## config.mk

```make
export PLATFORM = sky130hd
export DESIGN_NAME = id_decode_stage
export DESIGN_NICKNAME = d
export VERILOG_FILES = /design/src/rtl/id_decode_stage.sv
export SDC_FILE = /design/constraint.sdc
export NUM_CORES = 1
export LEC_CHECK = 0
export ABC_AREA = 1
export CAP_MARGIN = 10
export CORE_ASPECT_RATIO = 0.6
export CORE_MARGIN = 10
export CORE_UTILIZATION = 48
export DETAILED_ROUTE_END_ITERATION = 7
export GPL_TIMING_DRIVEN = 1
export HOLD_SLACK_MARGIN = 0.15
export PLACE_DENSITY = 0.93
export SLEW_MARGIN = 20
export SYNTH_ARGS = -nofsm -noshare
export SYNTH_HDL_FRONTEND = slang
export SYNTH_SLANG_ARGS = --single-unit
```

## constraint.sdc

```tcl
create_clock -name clk -period 5 [get_ports clk]
set_clock_uncertainty 0.1 [all_clocks]
set_input_delay 0.75 -clock clk [delete_from_list [all_inputs] [get_ports clk]]
set_output_delay 0.75 -clock clk [all_outputs]
set_load 0.1 [all_outputs]
```

## src/rtl/id_decode_stage.sv

```systemverilog
// Registered instruction-decode stage: turns a fetched instruction into ALU control
// (alufunc/shamt, operand select, register indices, immediate) with load-use interlock.
module id_decode_stage #(
    parameter logic [5:0] ALU_ADD = 6'b100000,
    parameter logic [5:0] ALU_SUB = 6'b100010,
    parameter logic [5:0] ALU_AND = 6'b100100,
    parameter logic [5:0] ALU_OR  = 6'b100101,
    parameter logic [5:0] ALU_XOR = 6'b100110,
    parameter logic [5:0] ALU_NOR = 6'b100111,
    parameter logic [5:0] ALU_SLT = 6'b101010,
    parameter logic [5:0] ALU_SLL = 6'b000000,
    parameter logic [5:0] ALU_SRL = 6'b000011
) (
    input  logic        clk,
    input  logic        rst,
    input  logic [31:0] instr_in,
    input  logic        instr_valid,
    output logic        in_ready,
    output logic        hazard_stall,
    input  logic        stall,
    input  logic        flush,
    output logic        out_valid,
    output logic [5:0]  alufunc,
    output logic [4:0]  shamt,
    output logic [4:0]  rs,
    output logic [4:0]  rt,
    output logic [4:0]  dest,
    output logic [31:0] imm32,
    output logic        alu_src,
    output logic        reg_write,
    output logic        mem_read,
    output logic        mem_write,
    output logic        mem_to_reg,
    output logic        branch,
    output logic        jump,
    output logic [25:0] jtarget,
    output logic        illegal
);

    localparam logic [5:0] OP_RTYPE = 6'b000000;
    localparam logic [5:0] OP_J     = 6'b000010;
    localparam logic [5:0] OP_BEQ   = 6'b000100;
    localparam logic [5:0] OP_ADDI  = 6'b001000;
    localparam logic [5:0] OP_SLTI  = 6'b001010;
    localparam logic [5:0] OP_ANDI  = 6'b001100;
    localparam logic [5:0] OP_ORI   = 6'b001101;
    localparam logic [5:0] OP_XORI  = 6'b001110;
    localparam logic [5:0] OP_LW    = 6'b100011;
    localparam logic [5:0] OP_SW    = 6'b101011;

    logic [5:0]  op, funct;
    logic [4:0]  f_rs, f_rt, f_rd, f_sh;
    logic [31:0] imm_sext, imm_zext;

    assign op       = instr_in[31:26];
    assign f_rs     = instr_in[25:21];
    assign f_rt     = instr_in[20:16];
    assign f_rd     = instr_in[15:11];
    assign f_sh     = instr_in[10:6];
    assign funct    = instr_in[5:0];
    assign imm_sext = {{16{instr_in[15]}}, instr_in[15:0]};
    assign imm_zext = {16'h0000, instr_in[15:0]};

    logic        dec_legal, dec_reads_rs, dec_reads_rt;
    logic [5:0]  dec_alufunc;
    logic [4:0]  dec_shamt, dec_dest;
    logic [31:0] dec_imm;
    logic        dec_alu_src, dec_reg_write, dec_mem_read, dec_mem_write;
    logic        dec_mem_to_reg, dec_branch, dec_jump;

    always_comb begin
        dec_legal      = 1'b1;
        dec_reads_rs   = (op != OP_J);
        dec_reads_rt   = 1'b0;
        dec_alufunc    = ALU_ADD;
        dec_shamt      = 5'd0;
        dec_dest       = 5'd0;
        dec_imm        = imm_sext;
        dec_alu_src    = 1'b0;
        dec_reg_write  = 1'b0;
        dec_mem_read   = 1'b0;
        dec_mem_write  = 1'b0;
        dec_mem_to_reg = 1'b0;
        dec_branch     = 1'b0;
        dec_jump       = 1'b0;
        case (op)
            OP_RTYPE: begin
                dec_reads_rt  = 1'b1;
                dec_dest      = f_rd;
                dec_reg_write = 1'b1;
                dec_imm       = 32'd0;
                case (funct)
                    6'b100000: dec_alufunc = ALU_ADD;
                    6'b100010: dec_alufunc = ALU_SUB;
                    6'b100100: dec_alufunc = ALU_AND;
                    6'b100101: dec_alufunc = ALU_OR;
                    6'b100110: dec_alufunc = ALU_XOR;
                    6'b100111: dec_alufunc = ALU_NOR;
                    6'b101010: dec_alufunc = ALU_SLT;
                    6'b000000: begin dec_alufunc = ALU_SLL; dec_shamt = f_sh; end
                    6'b000010: begin dec_alufunc = ALU_SRL; dec_shamt = f_sh; end
                    default:   dec_legal = 1'b0;
                endcase
            end
            OP_ADDI, OP_SLTI, OP_ANDI, OP_ORI, OP_XORI: begin
                dec_dest      = f_rt;
                dec_alu_src   = 1'b1;
                dec_reg_write = 1'b1;
                case (op)
                    OP_SLTI: dec_alufunc = ALU_SLT;
                    OP_ANDI: begin dec_alufunc = ALU_AND; dec_imm = imm_zext; end
                    OP_ORI:  begin dec_alufunc = ALU_OR;  dec_imm = imm_zext; end
                    OP_XORI: begin dec_alufunc = ALU_XOR; dec_imm = imm_zext; end
                    default: dec_alufunc = ALU_ADD;
                endcase
            end
            OP_LW: begin
                dec_dest       = f_rt;
                dec_alu_src    = 1'b1;
                dec_reg_write  = 1'b1;
                dec_mem_read   = 1'b1;
                dec_mem_to_reg = 1'b1;
            end
            OP_SW: begin
                dec_reads_rt  = 1'b1;
                dec_alu_src   = 1'b1;
                dec_mem_write = 1'b1;
            end
            OP_BEQ: begin
                dec_reads_rt = 1'b1;
                dec_alufunc  = ALU_SUB;
                dec_branch   = 1'b1;
            end
            OP_J:    dec_jump = 1'b1;
            default: dec_legal = 1'b0;
        endcase
        // Writes to r0 are architecturally dead; never request them.
        if (dec_dest == 5'd0)
            dec_reg_write = 1'b0;
    end

    logic        out_valid_q, out_valid_d;
    logic [5:0]  alufunc_q, alufunc_d;
    logic [4:0]  shamt_q, shamt_d, rs_q, rs_d, rt_q, rt_d, dest_q, dest_d;
    logic [31:0] imm32_q, imm32_d;
    logic        alu_src_q, alu_src_d, reg_write_q, reg_write_d;
    logic        mem_read_q, mem_read_d, mem_write_q, mem_write_d;
    logic        mem_to_reg_q, mem_to_reg_d, branch_q, branch_d, jump_q, jump_d;
    logic [25:0] jtarget_q, jtarget_d;
    logic        illegal_q, illegal_d;

    // Load on the outputs whose destination is read by the incoming instruction.
    always_comb begin
        hazard_stall = ~stall & ~flush & instr_valid & out_valid_q & mem_read_q &
                       (dest_q != 5'd0) &
                       ((dec_reads_rs & (f_rs == dest_q)) | (dec_reads_rt & (f_rt == dest_q)));
        in_ready = ~stall & ~hazard_stall;
    end

    always_comb begin
        out_valid_d  = out_valid_q;
        alufunc_d    = alufunc_q;
        shamt_d      = shamt_q;
        rs_d         = rs_q;
        rt_d         = rt_q;
        dest_d       = dest_q;
        imm32_d      = imm32_q;
        alu_src_d    = alu_src_q;
        reg_write_d  = reg_write_q;
        mem_read_d   = mem_read_q;
        mem_write_d  = mem_write_q;
        mem_to_reg_d = mem_to_reg_q;
        branch_d     = branch_q;
        jump_d       = jump_q;
        jtarget_d    = jtarget_q;
        illegal_d    = 1'b0;
        if (flush || (!stall)) begin
            out_valid_d  = 1'b0;
            alu_src_d    = 1'b0;
            reg_write_d  = 1'b0;
            mem_read_d   = 1'b0;
            mem_write_d  = 1'b0;
            mem_to_reg_d = 1'b0;
            branch_d     = 1'b0;
            jump_d       = 1'b0;
            if (!flush && !hazard_stall && instr_valid) begin
                if (dec_legal) begin
                    out_valid_d  = 1'b1;
                    alufunc_d    = dec_alufunc;
                    shamt_d      = dec_shamt;
                    rs_d         = f_rs;
                    rt_d         = f_rt;
                    dest_d       = dec_dest;
                    imm32_d      = dec_imm;
                    alu_src_d    = dec_alu_src;
                    reg_write_d  = dec_reg_write;
                    mem_read_d   = dec_mem_read;
                    mem_write_d  = dec_mem_write;
                    mem_to_reg_d = dec_mem_to_reg;
                    branch_d     = dec_branch;
                    jump_d       = dec_jump;
                    jtarget_d    = instr_in[25:0];
                end else begin
                    illegal_d = 1'b1;
                end
            end
        end
    end

    always_ff @(posedge clk) begin
        if (rst) begin
            out_valid_q  <= 1'b0;
            alufunc_q    <= 6'd0;
            shamt_q      <= 5'd0;
            rs_q         <= 5'd0;
            rt_q         <= 5'd0;
            dest_q       <= 5'd0;
            imm32_q      <= 32'd0;
            alu_src_q    <= 1'b0;
            reg_write_q  <= 1'b0;
            mem_read_q   <= 1'b0;
            mem_write_q  <= 1'b0;
            mem_to_reg_q <= 1'b0;
            branch_q     <= 1'b0;
            jump_q       <= 1'b0;
            jtarget_q    <= 26'd0;
            illegal_q    <= 1'b0;
        end else begin
            out_valid_q  <= out_valid_d;
            alufunc_q    <= alufunc_d;
            shamt_q      <= shamt_d;
            rs_q         <= rs_d;
            rt_q         <= rt_d;
            dest_q       <= dest_d;
            imm32_q      <= imm32_d;
            alu_src_q    <= alu_src_d;
            reg_write_q  <= reg_write_d;
            mem_read_q   <= mem_read_d;
            mem_write_q  <= mem_write_d;
            mem_to_reg_q <= mem_to_reg_d;
            branch_q     <= branch_d;
            jump_q       <= jump_d;
            jtarget_q    <= jtarget_d;
            illegal_q    <= illegal_d;
        end
    end

    assign out_valid  = out_valid_q;
    assign alufunc    = alufunc_q;
    assign shamt      = shamt_q;
    assign rs         = rs_q;
    assign rt         = rt_q;
    assign dest       = dest_q;
    assign imm32      = imm32_q;
    assign alu_src    = alu_src_q;
    assign reg_write  = reg_write_q;
    assign mem_read   = mem_read_q;
    assign mem_write  = mem_write_q;
    assign mem_to_reg = mem_to_reg_q;
    assign branch     = branch_q;
    assign jump       = jump_q;
    assign jtarget    = jtarget_q;
    assign illegal    = illegal_q;

endmodule

```

==> results by group <==
Route
  • Via density: ~5.5
  • Initial DRC count: 489
  • Via count: around 3700
  • Final wirelength: approximately 12000 um
  • DRC Markers: 0
  • M1 wire length: 4736 um
  • Top sig layer: met4
  • Wire length on met3: ~1700 um
  • Pre-antenna DRT Iters: 6
  • Met2 wire length: just over 5000 um
  • Wire per inst: 17.47 um
  • Antenna-violating nets left: 0

Timing
  • Min Clock Period, post-route: ~3700 ps
  • Max Clock Freq: 267.0 MHz
  • Setup TNS: 0 ps
  • Final worst path period share: between 70% and 80%
  • Final count of pins violating max slew: 0
  • Final Setup Violations: 0
  • Final Hold Vio Count: 0
  • Unrepaired setup endpoints after global routing: false
  • Worst-Margin Slew: 1092 ps
  • Slew HR: 26.97%

Worst setup path
  • Critical path required time: 5150 ps
  • Reg2reg path depth: 12
  • Worst Path Arrival: 3890 ps
  • CP max FO: 81
  • Reg2reg end: dest[2]$_SDFFE_PP0P_
  • CP endpoint kind: register
  • Slack of the worst reg-to-reg path: 2140 ps
  • CP Capture Point: dest[2]$_SDFFE_PP0P_
  • Critical path class: in2reg
  • Critical path origin: instr_in[28]
  • Startpoint types: primary input
  • RR Startpoint: dest[1]$_SDFFE_PP0P_

Clocking
  • Clock Path Buffers: 2
  • Clk_lat worst skew: 330 ps
  • Setup bufs post-CTS: 0
  • Root Driver: clkbuf_16
  • CTS buffer count: 9
  • Worst-path clk slew: 60 ps
  • # hold bufs at CTS: 0
  • Max H-tree Level: 3
  • Post-CTS sizing: 0
  • Num Clock Sinks: 66
  • CTS tree: done

Power
  • Tot Pwr: 0.001299 W
  • Int Power: 0.0009227 W
  • Pwr per Cell Area: 270.4 mW/mm2
  • Leakage: 1.774 nW
  • Clock power frac: between 40 and 50%
  • Max VDD drop: roughly 0.16 mV
  • Sequential fraction of design power: 41.1%
  • Sw Ratio: 28.95%
  • Combinational power share: 14.1%
  • Switching pwr: 0.0003760 W

Final layout
  • N_diodes: 0
  • P&R area growth vs syn: 40.42%
  • Final Util: 70.73%
  • Final net count: a little over 600
  • Share of post-route cells with drive strength above 1: 6.034%

Yosys
  • Seq/Total Area, Yosys: 38.62%
  • Post-Synthesis Cell Area: 0.003421 mm2
  • Syn_area_per_cell: 6.995 um2
  • Synthesis warning total: 0
  • Net Count, Synth: 526
  • FF+latch count, synth: 66
  • Cells after synthesis: ~490
  • Library cells used by synthesis: 31

Place
  • Routability Congestion: 0.8704
  • IO Port Bufs: 130
  • Post-DP HPWL: 8516 um

Floorplanning
  • Starting density of the core: about half
  • Die Span X: roughly 130 um
  • # rows: 23
  • Die Area: between 0.01 and 0.015 mm2
  • Core area: 0.006792 mm2
  • I/O pin count: 132
  • Die Ht: 85.39 um

Run
  • Maxcap violations: 0

Global route
  • Total GRT Usage: 20.95%
  • Initial antenna violation count: 0
  • Total grt overflow: 0
  • Pin count of the biggest net entering global routing: 82
  • Vias in the first global route: 3609
  • First-pass GRT wire length: around 19000 um

Min path
  • HP Class: reg2reg

Outcome
  • Status: finished clean
[cell type report]
class,instances,area [um2]
inverters,50,187.7
multi-input cells,315,1580
flip-flops and latches,66,1321
fillers,543,1988
clock buffers,9,225.2
well taps,87,108.9
clock inverters,7,53.80
repair buffers,133,1326
[routing by layer]
metal,vias up,GRT usage [%]
met4,0,4.830
met1,1680,24.91
met5,-,0
met2,207,32.84
met3,20,10.93
li1,1777,-
[worst max-delay path, stage by stage]
cell and delay, ps:
clkdlybuf4s50_1 580, nand2_1 100, inv_1 100, nand3_1 200, nand2_1 150, inv_2 140, nand2_1 130, nor2_2 60
nand2_4 350, nand3_4 680, or2_1 480, a21oi_1 140
[synthesized netlist by cell type]
master    instances  share of area, %
nand3_4           1              0.51
a211oi_1          1              0.22
clkinv_1          1              0.11
buf_1             2              0.22
xnor2_1           3              0.77
buf_2            11               1.6
o221ai_1          1              0.26
nor3_1            6              0.88
inv_2             5              0.55
nand4_1          44               8.0
nand3_1          20               2.9
conb_1            1              0.11
a31oi_1           1              0.18
a21oi_1          81                12
xor2_1            4               1.0
nor2_1           36               4.0
nand3b_1          1              0.22
inv_1            44               4.8
nand2_4           1              0.33
a22oi_1           2              0.44
nand2_2           2              0.37
a21boi_0          2              0.44
nand2_1          83               9.1
o21ai_0          14               2.0
or2_1             6               1.1
nor2_2            2              0.37
dfxtp_1          66                39
clkbuf_1         17               1.9
nor2_4            2              0.66
buf_4            28               6.1
a32oi_1           1              0.26
[cell usage in the layout, fill, tap and decap left out, types with 3 or more instances in the layout]
master           instances
o21ai_0                 14
inv_1                   44
nor2_1                  36
xor2_1                   4
clkinvlp_4               3
inv_2                    5
nand2_1                 83
clkbuf_16                9
or2_1                    6
clkdlybuf4s50_1        127
nand4_1                 44
nand3_1                 20
nor2_4                   3
xnor2_1                  3
nor3_1                   6
a21oi_1                 81
buf_4                    4
dfxtp_1                 66
[worst min path at each step]
stage | endpoint | cells after the start | startpoint
6_report | rs[0]$_SDFFE_PP0P_ | 2 | rs[0]$_SDFFE_PP0P_
5_1_grt | jtarget[5]$_SDFFE_PP0P_ | 2 | jtarget[5]$_SDFFE_PP0P_
4_1_cts | alufunc[5]$_SDFFE_PP0P_ | 2 | alufunc[5]$_SDFFE_PP0P_
3_5_place_dp | alufunc[2]$_SDFFE_PP0P_ | 2 | alufunc[2]$_SDFFE_PP0P_
3_3_place_gp | alufunc[5]$_SDFFE_PP0P_ | 2 | alufunc[5]$_SDFFE_PP0P_
2_1_floorplan | alufunc[5]$_SDFFE_PP0P_ | 2 | alufunc[5]$_SDFFE_PP0P_
[cell families (layout without fill, tap and decap cells)]
group | Yosys count | after routing | share of synthesized area [%]
AO/OA/AOI/OAI | 103 | 103 | 15.69
flip-flops | 66 | 66 | 38.62
other | 1 | 1 | 0.1096
XOR/XNOR | 7 | 7 | 1.792
AND/OR/NAND/NOR | 204 | 204 | 28.46
buffers and inverters | 108 | 199 | 15.33
[power by group through the flow]
| stage | combinational [W] | clock, W | sequential [W] |
|---|---|---|---|
| finish | 0.000184 | 0.000581 | 0.000534 |
| global route | 0.000195 | 0.000607 | 0.000534 |
| CTS | 0.000181 | 0.000586 | 0.000534 |
| detailed placement | 0.000179 | 0 | 0.000545 |
| global placement | 0.000176 | 0 | 0.000545 |
| floorplan | 0.0000871 | 0 | 0.000578 |
[stage by stage]
stage	worst slack [ps]	hold slack (ps)	area (um2)	std cells
4_1_cts	1356	361.0	4803	667
3_5_place_dp	1041	354.3	4524	651
6_report	1255	358.7	4803	667
5_1_grt	961.8	383.7	4803	667
3_3_place_gp	1202	335.8	4524	651
2_1_floorplan	519.0	774.6	3421	489
Power figures use the tool's default switching activity.
